[src/rtl/led_breather_pkg.sv]
// Shared types and default widths for the LED breathing envelope driver.
// The phase encoding is also what the phase output presents.
package led_breather_pkg;

  localparam int unsigned DEF_N      = 8;
  localparam int unsigned DEF_HOLD_W = 8;

  typedef enum logic [1:0] {
    RISING    = 2'd0,
    HOLD_HIGH = 2'd1,
    FALLING   = 2'd2,
    HOLD_LOW  = 2'd3
  } breather_phase_t;

endpackage

[src/rtl/led_breather_pwm.sv]
// Free-running PWM counter with a registered duty compare.
// Disabled: the counter freezes and the output is forced low.
module pwm #(
  parameter int unsigned N = 8
) (
  input  logic         clk,
  input  logic         rst,
  input  logic         ena,
  input  logic [N-1:0] duty,
  output logic         out
);

  logic [N-1:0] cnt_q, cnt_d;
  logic         out_q, out_d;

  always_comb begin
    cnt_d = cnt_q;
    out_d = 1'b0;
    if (ena) begin
      cnt_d = cnt_q + N'(1);
      out_d = (cnt_q < duty);
    end
  end

  always_ff @(posedge clk or negedge rst) begin
    if (!rst) begin
      cnt_q <= '0;
      out_q <= 1'b0;
    end else begin
      cnt_q <= cnt_d;
      out_q <= out_d;
    end
  end

  assign out = out_q;

endmodule

[src/rtl/led_breather.sv]
// Triangle-envelope PWM driver: each step pulse walks the duty through
// rise, hold-high, fall and hold-low; the pwm block turns duty into a pin.
module led_breather
  import led_breather_pkg::*;
#(
  parameter int unsigned N      = DEF_N,
  parameter int unsigned HOLD_W = DEF_HOLD_W
) (
  input  logic              clk,
  input  logic              rst,
  input  logic              ena,
  input  logic              step,
  input  logic [N-1:0]      duty_max,
  input  logic [HOLD_W-1:0] hold_ticks,
  output logic [N-1:0]      duty,
  output logic [1:0]        phase,
  output logic              pwm_out,
  output logic              cycle_done
);

  breather_phase_t   phase_q, phase_d;
  logic [N-1:0]      duty_q, duty_d;
  logic [HOLD_W-1:0] hold_q, hold_d;
  logic              done_q, done_d;

  logic              adv;
  logic [N:0]        duty_inc;
  logic              at_peak;
  logic              at_floor;
  logic              hold_zero;

  assign adv       = ena && step;
  // One extra bit so duty_max = 2^N-1 never wraps the increment.
  assign duty_inc  = {1'b0, duty_q} + (N+1)'(1);
  assign at_peak   = duty_inc >= {1'b0, duty_max};
  assign at_floor  = duty_q <= N'(1);
  assign hold_zero = hold_q == '0;

  always_comb begin
    phase_d = phase_q;
    duty_d  = duty_q;
    hold_d  = hold_q;
    done_d  = 1'b0;
    if (adv) begin
      unique case (phase_q)
        RISING: begin
          if (at_peak) begin
            duty_d  = duty_max;
            hold_d  = hold_ticks;
            phase_d = HOLD_HIGH;
          end else begin
            duty_d  = duty_inc[N-1:0];
          end
        end
        HOLD_HIGH: begin
          if (hold_zero) begin
            phase_d = FALLING;
          end else begin
            hold_d  = hold_q - HOLD_W'(1);
          end
        end
        FALLING: begin
          if (at_floor) begin
            duty_d  = '0;
            hold_d  = hold_ticks;
            phase_d = HOLD_LOW;
          end else begin
            duty_d  = duty_q - N'(1);
          end
        end
        HOLD_LOW: begin
          if (hold_zero) begin
            phase_d = RISING;
            done_d  = 1'b1;
          end else begin
            hold_d  = hold_q - HOLD_W'(1);
          end
        end
        default: phase_d = RISING;
      endcase
    end
  end

  always_ff @(posedge clk or negedge rst) begin
    if (!rst) begin
      phase_q <= RISING;
      duty_q  <= '0;
      hold_q  <= '0;
      done_q  <= 1'b0;
    end else begin
      phase_q <= phase_d;
      duty_q  <= duty_d;
      hold_q  <= hold_d;
      done_q  <= done_d;
    end
  end

  pwm #(
    .N(N)
  ) u_pwm (
    .clk (clk),
    .rst (rst),
    .ena (ena),
    .duty(duty_q),
    .out (pwm_out)
  );

  assign duty       = duty_q;
  assign phase      = phase_q;
  assign cycle_done = done_q;

endmodule

[config.mk]
export PLATFORM = sky130hd
export DESIGN_NAME = led_breather
export DESIGN_NICKNAME = d
export VERILOG_FILES = /design/src/rtl/led_breather_pkg.sv /design/src/rtl/led_breather_pwm.sv /design/src/rtl/led_breather.sv
export SDC_FILE = /design/constraint.sdc
export NUM_CORES = 1
export LEC_CHECK = 0
export CORE_MARGIN = 3
export CORE_UTILIZATION = 55
export DETAILED_ROUTE_END_ITERATION = 8
export DONT_BUFFER_PORTS = 1
export PLACE_DENSITY = 0.7
export SLEW_MARGIN = 10
export SYNTH_ARGS = -nofsm -noshare
export SYNTH_HDL_FRONTEND = slang
export SYNTH_SLANG_ARGS = --single-unit
[constraint.sdc]
create_clock -name clk -period 4.05 [get_ports clk]
set_clock_uncertainty 0.05 [all_clocks]
set_input_delay 0.6075 -clock clk [delete_from_list [all_inputs] [get_ports clk]]
set_output_delay 0.6075 -clock clk [all_outputs]
set_load 0.005 [all_outputs]
==> impl_metrics.yaml, run 1 <==
cells_and_area:
  diodes: 0
  fin_nets: 290
  syn_to_final_growth_pct: 4.38
  multi_input_area_um2: 1320
  final_cells: 292
  fill_cells: 350
  drive_above_1_share: 0.0492
  fin_area_um2: 2270
  regArea_um2: 701
  final_core_util: 0.606
synthesis:
  synth_top_area_frac: 0.322
  yosys.area.top_type: "dfrtp_1"
  synthTopCellsByArea: "dfrtp_1 32%, ha_1 14%, inv_1 4.0%"
  synth_most_common_cell: "dfrtp_1"
  synthArstFlopShare: 1.00
  yosys.cell_types.count: 50
  syn-cell-area_um2: 2170
  ys_ff_latch: 28
  ys.flop_type: "dfrtp_1"
  avgSynthCellArea_um2: 8.69
  yosysSeqAreaShare: 0.322
  yosys_warnings: 0
  synth_edf_count: 0
  netlist_instances: 250
  synthesis.nets: 295
  synthTopCellsByCount: "28 x dfrtp_1, 25 x ha_1, 23 x inv_1"
timing:
  rsz0062_at_grt: "no"
  tns_ps: 0
  tightest_slew_ps: 831
  max_freq_ghz: 0.329
  fin_ws_ps: 1010
  hold_viol: 0
  min_period_ps: 3040
  slew_headroom: 0.444
  setup_violations: 0
  fin_crit_sh: 0.749
  final_max_slew_viol_count: 0
die:
  rows: 22
  io_pins: 32
  dieArea_um2: 4740
  core-area_um2: 3740
  die_h_um: 68.9
  initial_utilization: 0.581
  die_x_um: 68.9
cts:
  cts.path.max_buffers: 2
  cts_sinks: 28
  h-tree-depth: 1
  cts_inserted_buffers: 3
  clockRootBuffer: "clkbuf_8"
  cts_tree: "yes"
  worstSkewPairLatency_ps: 280
  cts_setup_buffers: 0
  clk_pin_slew_ps: 100
drt:
  dr.pass1.iters: 4
  post_drt_wl_per_cell_um: 14.9
  antenna_left: 0
  drc: 0
  routed_wirelength_um: 4340
  num_vias: 1760
  drt-initial-drc-count: 101
  vias_per_cell: 6.03
placed_design:
  dpl.hpwl_um: 3410
  dp.cells: 287
  io_buffers: 0
  gp_congestion: 0.886
  pre_cts_ws_ps: 1020
  place_area_um2: 2180
setup_path:
  critPathCaptureType: "flip-flop"
  critPathArrivalTime_ps: 3210
  path_class: "flip-flop to flip-flop"
  path_buf_inv: 1
  rrSetupSlack_ps: 1010
  worst_ep_required_time_ps: 4220
  r2r_start: "duty[4]$_DFFE_PN0P_"
  crit_family: "simple AND/OR/NAND/NOR gates"
  start_kind: "flip-flop"
  slowest_stage: "dfrtp_1"
  path_max_fanout: 12
  ff2ff_path_depth: 11
  slowest_delay_ps: 590
  reg2reg_to: "duty[0]$_DFFE_PN0P_"
  path_cells: "inv_1 -> nor3_1 -> nand3_1 -> xnor2_1 -> ha_1 -> and3_1 -> a21oi_1 -> and3_1 -> nand2_1 -> or4_1 -> nand3_1"
job:
  timing.max_cap.violations: 0
pwr:
  power.density_nw_per_um2: 792
  irDropWorstVdd_mv: 0.314
  power_leakage_nw: 1.04
global_route:
  grt-ovfl-total: 0
  antenna_found_initial: 0
  met2_usage: 0.315
  grtUsageTotal: 0.196
  grtUsageMet3: 0.0535
  grt_max_degree: 29
  busiest_layer: "met2"
  grt_pass1_vias: 1610
  grt_first_pass_wirelength_um: 7120
  met1_usage: 0.267
hold_path:
  worstHoldPathType: "primary input to async pin"
outcome:
  status: "complete, no violations"
==> logic make-up (layout without fill, tap and decap cells) <==
family,count (synthesis),after routing,share of synthesized area
adder cells (fa/ha/maj),25,25,0.144
buffers and inverters,35,29,0.0691
AND/OR/NAND/NOR,78,78,0.187
flip-flops,28,28,0.322
multiplexers,9,9,0.0426
XOR/XNOR,13,13,0.0524
AO/OA/AOI/OAI,62,62,0.183
==> power breakdown <==
part	internal, mW	leakage (nW)	switching [mW]	total, mW
Clock	0.132	0.0357	0.0861	0.218
Combinational	0.429	0.668	0.550	0.980
Sequential	0.401	0.337	0.197	0.598
Total	0.963	1.04	0.833	1.80
==> worst max-delay path by stage <==
stage | startpoint | to | slack [ps] | cells past startpoint
2_1_floorplan | duty[4]$_DFFE_PN0P_ | duty[0]$_DFFE_PN0P_ | 1340 | 11
3_3_place_gp | duty[4]$_DFFE_PN0P_ | duty[0]$_DFFE_PN0P_ | 1090 | 10
3_5_place_dp | duty[4]$_DFFE_PN0P_ | duty[0]$_DFFE_PN0P_ | 1020 | 11
4_1_cts | duty[4]$_DFFE_PN0P_ | duty[0]$_DFFE_PN0P_ | 1010 | 11
5_1_grt | duty[4]$_DFFE_PN0P_ | duty[0]$_DFFE_PN0P_ | 740 | 11
6_report | duty[4]$_DFFE_PN0P_ | duty[0]$_DFFE_PN0P_ | 1010 | 11
==> stage by stage <==
stage	power, mW	hold slack (ps)
6_report	1.80	89.4
5_1_grt	1.98	81.8
4_1_cts	1.80	87.5
3_5_place_dp	1.57	263
3_3_place_gp	1.56	263
2_1_floorplan	1.38	262
==> registers in the layout, summed over array words and instances, names as in the netlist <==
signal,flops
hold_q,8
phase,2
u_pwm.cnt_q,8
cycle_done,1
duty,8
u_pwm.out,1
==> what timing repair did <==
item / CTS / global route
hold buffers: 1 / 0
resized for setup: 0 / 0
hold endpoints to repair: 28 / 0
==> metal layers <==
metal	wire length, um	share of wire
met4	29	0.0067
met5	0	0
met1	1970	0.45
met2	1990	0.46
met3	350	0.081
==> cell type report <==
cell class,count,share of cell area
Clock buffer,3,0.0182
Clock inverter,1,0.0132
Inverter,23,0.0381
Multi-Input combinational cell,187,0.583
Sequential cell,28,0.309
Tap cell,48,0.0265
Timing Repair Buffer,2,0.0121
==> cells in the final DEF (no fill, tap or decap), drive strengths merged, types with 3 or more instances in the layout <==
master,instances
a21oi,16
xor2,4
nand4,6
nand3,11
nand2,13
clkbuf,3
ha,25
inv,23
and3,4
a21o,4
dfrtp,28
xnor2,9
nor2,18
nor2b,3
o21ai,20
nor3,10
o22ai,5
nand2b,3
mux2i,7
==> worst reg2reg max path, delay by kind of cell, from the launching register on <==
family / cells / cell delay, ps
flip-flops: 1 / 590
adder cells (fa/ha/maj): 1 / 280
AO/OA/AOI/OAI: 1 / 110
buffers and inverters: 1 / 120
AND/OR/NAND/NOR: 7 / 1580
XOR/XNOR: 1 / 260
Note: power is estimated with default switching activity, not from simulation.
==> run 2, diff against run 1 <==
Clock period 4.05 ns to 2.8 ns, I/O delays scaled along.
==> run 2 against run 1 <==
Compared with the run above:
- global-route usage is 2.4 points higher
- highest routed layer unchanged
- hold slack better by 84 ps
- critical endpoint is now duty[4]$_DFFE_PN0P_
- maximum frequency is 14% higher
- design area up 5.5%
- register-to-register slack got worse by 880 ps
- first-iteration DRC count grew 27%
- core utilization increased by 3.3 points
- via count grew 3.2%
- sequential share of layout area shrank 1.5 points
- clock-buffer cell count up 1
- cell count up 5.1%
==> impl_metrics.yaml, run 2 (synthesis results as in run 1) <==
cells_and_area:
  fin_nets: 305
  drive_above_1_share: 0.116
  diodes: 0
  final_common_cell: "dfrtp_1"
  fin_area_um2: 2390
  syn_to_final_growth_pct: 10.1
  fill_cells: 340
  mostFrequentLayoutCells: "26 x dfrtp_1, 24 x ha_1, 23 x inv_1"
timing:
  setup_violations: 0
  min_period_ps: 2670
  hold_viol: 0
  tightest_slew_ps: 634
  tns_ps: 0
  max_freq_ghz: 0.375
  final_max_slew_viol_count: 0
  rsz0062_at_grt: "no"
  fin_ws_ps: 134
  slew_headroom: 0.575
  fin_crit_sh: 0.952
placed_design:
  dpl.hpwl_um: 3680
  place_area_um2: 2290
  gp_congestion: 0.819
  pre_cts_ws_ps: 179
  io_buffers: 0
die:
  initial_utilization: 0.581
  io_pins: 32
  die_x_um: 68.9
  rows: 22
  dieArea_um2: 4740
  die_h_um: 68.9
  core-area_um2: 3740
drt:
  antenna_left: 0
  routed_wirelength_um: 4740
  vias_per_cell: 5.92
  dr.pass1.iters: 4
  drc: 0
  post_drt_wl_per_cell_um: 15.4
  drt-initial-drc-count: 128
  num_vias: 1817
setup_path:
  critPathCaptureType: "flip-flop"
  path_class: "flip-flop to flip-flop"
  worst_ep_required_time_ps: 2920
  critPathArrivalTime_ps: 2790
  start_kind: "flip-flop"
  r2r_start: "duty[2]$_DFFE_PN0P_"
  critPathLaunch: "duty[2]$_DFFE_PN0P_"
  path_max_fanout: 7
global_route:
  antenna_found_initial: 0
  met2_usage: 0.349
  met1_usage: 0.297
  grt_first_pass_wirelength_um: 7770
  grt_pass1_vias: 1657
  grtUsageTotal: 0.220
  grt-ovfl-total: 0
  grt_max_degree: 29
  grtUsageMet3: 0.0535
  busiest_layer: "met2"
cts:
  cts.path.max_buffers: 2
  cts_inserted_buffers: 3
  cts_tree: "yes"
  worstSkewPairLatency_ps: 280
  h-tree-depth: 1
  cts_sinks: 28
  clk_pin_slew_ps: 90
  clockRootBuffer: "clkbuf_8"
pwr:
  power.density_nw_per_um2: 1150
  power_leakage_nw: 1.11
  irDropWorstVdd_mv: 0.619
  finalPower_mw: 2.75
hold_path:
  worstHoldPathType: "primary input to flip-flop"
  worstHoldStart: "ena"
outcome:
  status: "complete, no violations"
job:
  timing.max_cap.violations: 0
## run 2: through the flow
| stage | cells | hold WS [ps] | util |
|---|---|---|---|
| after floorplan | 250 | 74.4 | - |
| after global placement | 300 | 75.0 | 0.611 |
| after detailed placement | 300 | 75.0 | 0.611 |
| after CTS | 306 | 167 | 0.634 |
| after global routing | 307 | 170 | 0.639 |
| final | 307 | 173 | 0.639 |
## run 2: final timing paths
kind	to	slack, ps	depth (start not counted)
setup / recovery	duty[4]$_DFFE_PN0P_	130	11
hold / removal	u_pwm.cnt_q[0]$_DFFE_PN0P_	170	1
setup reg to reg	duty[4]$_DFFE_PN0P_	130	11
hold reg to reg	u_pwm.cnt_q[7]$_DFFE_PN0P_	440	1
max in group asynchronous	duty[2]$_DFFE_PN0P_	1980	2
min in group asynchronous	duty[0]$_DFFE_PN0P_	540	2
## run 2: critical path, stage by stage, from the launching register on
cell and delay [ps]:
dfrtp_2 430, and4_1 260, nand4_1 170, xnor2_2 190, ha_1 300, and3_1 200
a21oi_1 110, and3_1 190, nand2_1 100, buf_4 170, mux2i_1 140, o31ai_1 250
## run 2: where the power goes
group          internal (mW)  switching, mW  leakage [nW]
Clock                  0.126          0.126        0.0288
Sequential             0.584          0.222         0.335
Combinational          0.770          0.917         0.750
## run 2: routing by layer
metal,part of all wire,vias to the layer above
li1,-,910
met1,0.45,839
met2,0.47,60
met3,0.069,8
met4,0.017,0
met5,0,-
## run 2: layout make-up
class                      instances  area (um^2)  share of cell area
sequential                        28          703               0.294
multi-input combinational        187         1330               0.557
tap                               48         60.1              0.0251
timing repair buffer              17          155              0.0649
clock buffer                       4         55.1              0.0230
inverter                          23         86.3              0.0361
## run 2: timing repair
item | 4_1_cts | 5_1_grt
endpoints found under the hold margin | 28 | 0
buffers inserted | 0 | 1
hold buffers | 2 | 0
resized for setup | 0 | 4
endpoints found under the setup margin | 0 | 6
==> run 3, diff against run 2 <==
Settings changed: CTS_CLUSTER_DIAMETER set to 200.
==> results of run 3 <==
Final layout, timing and power as in run 2 (identical DEF).
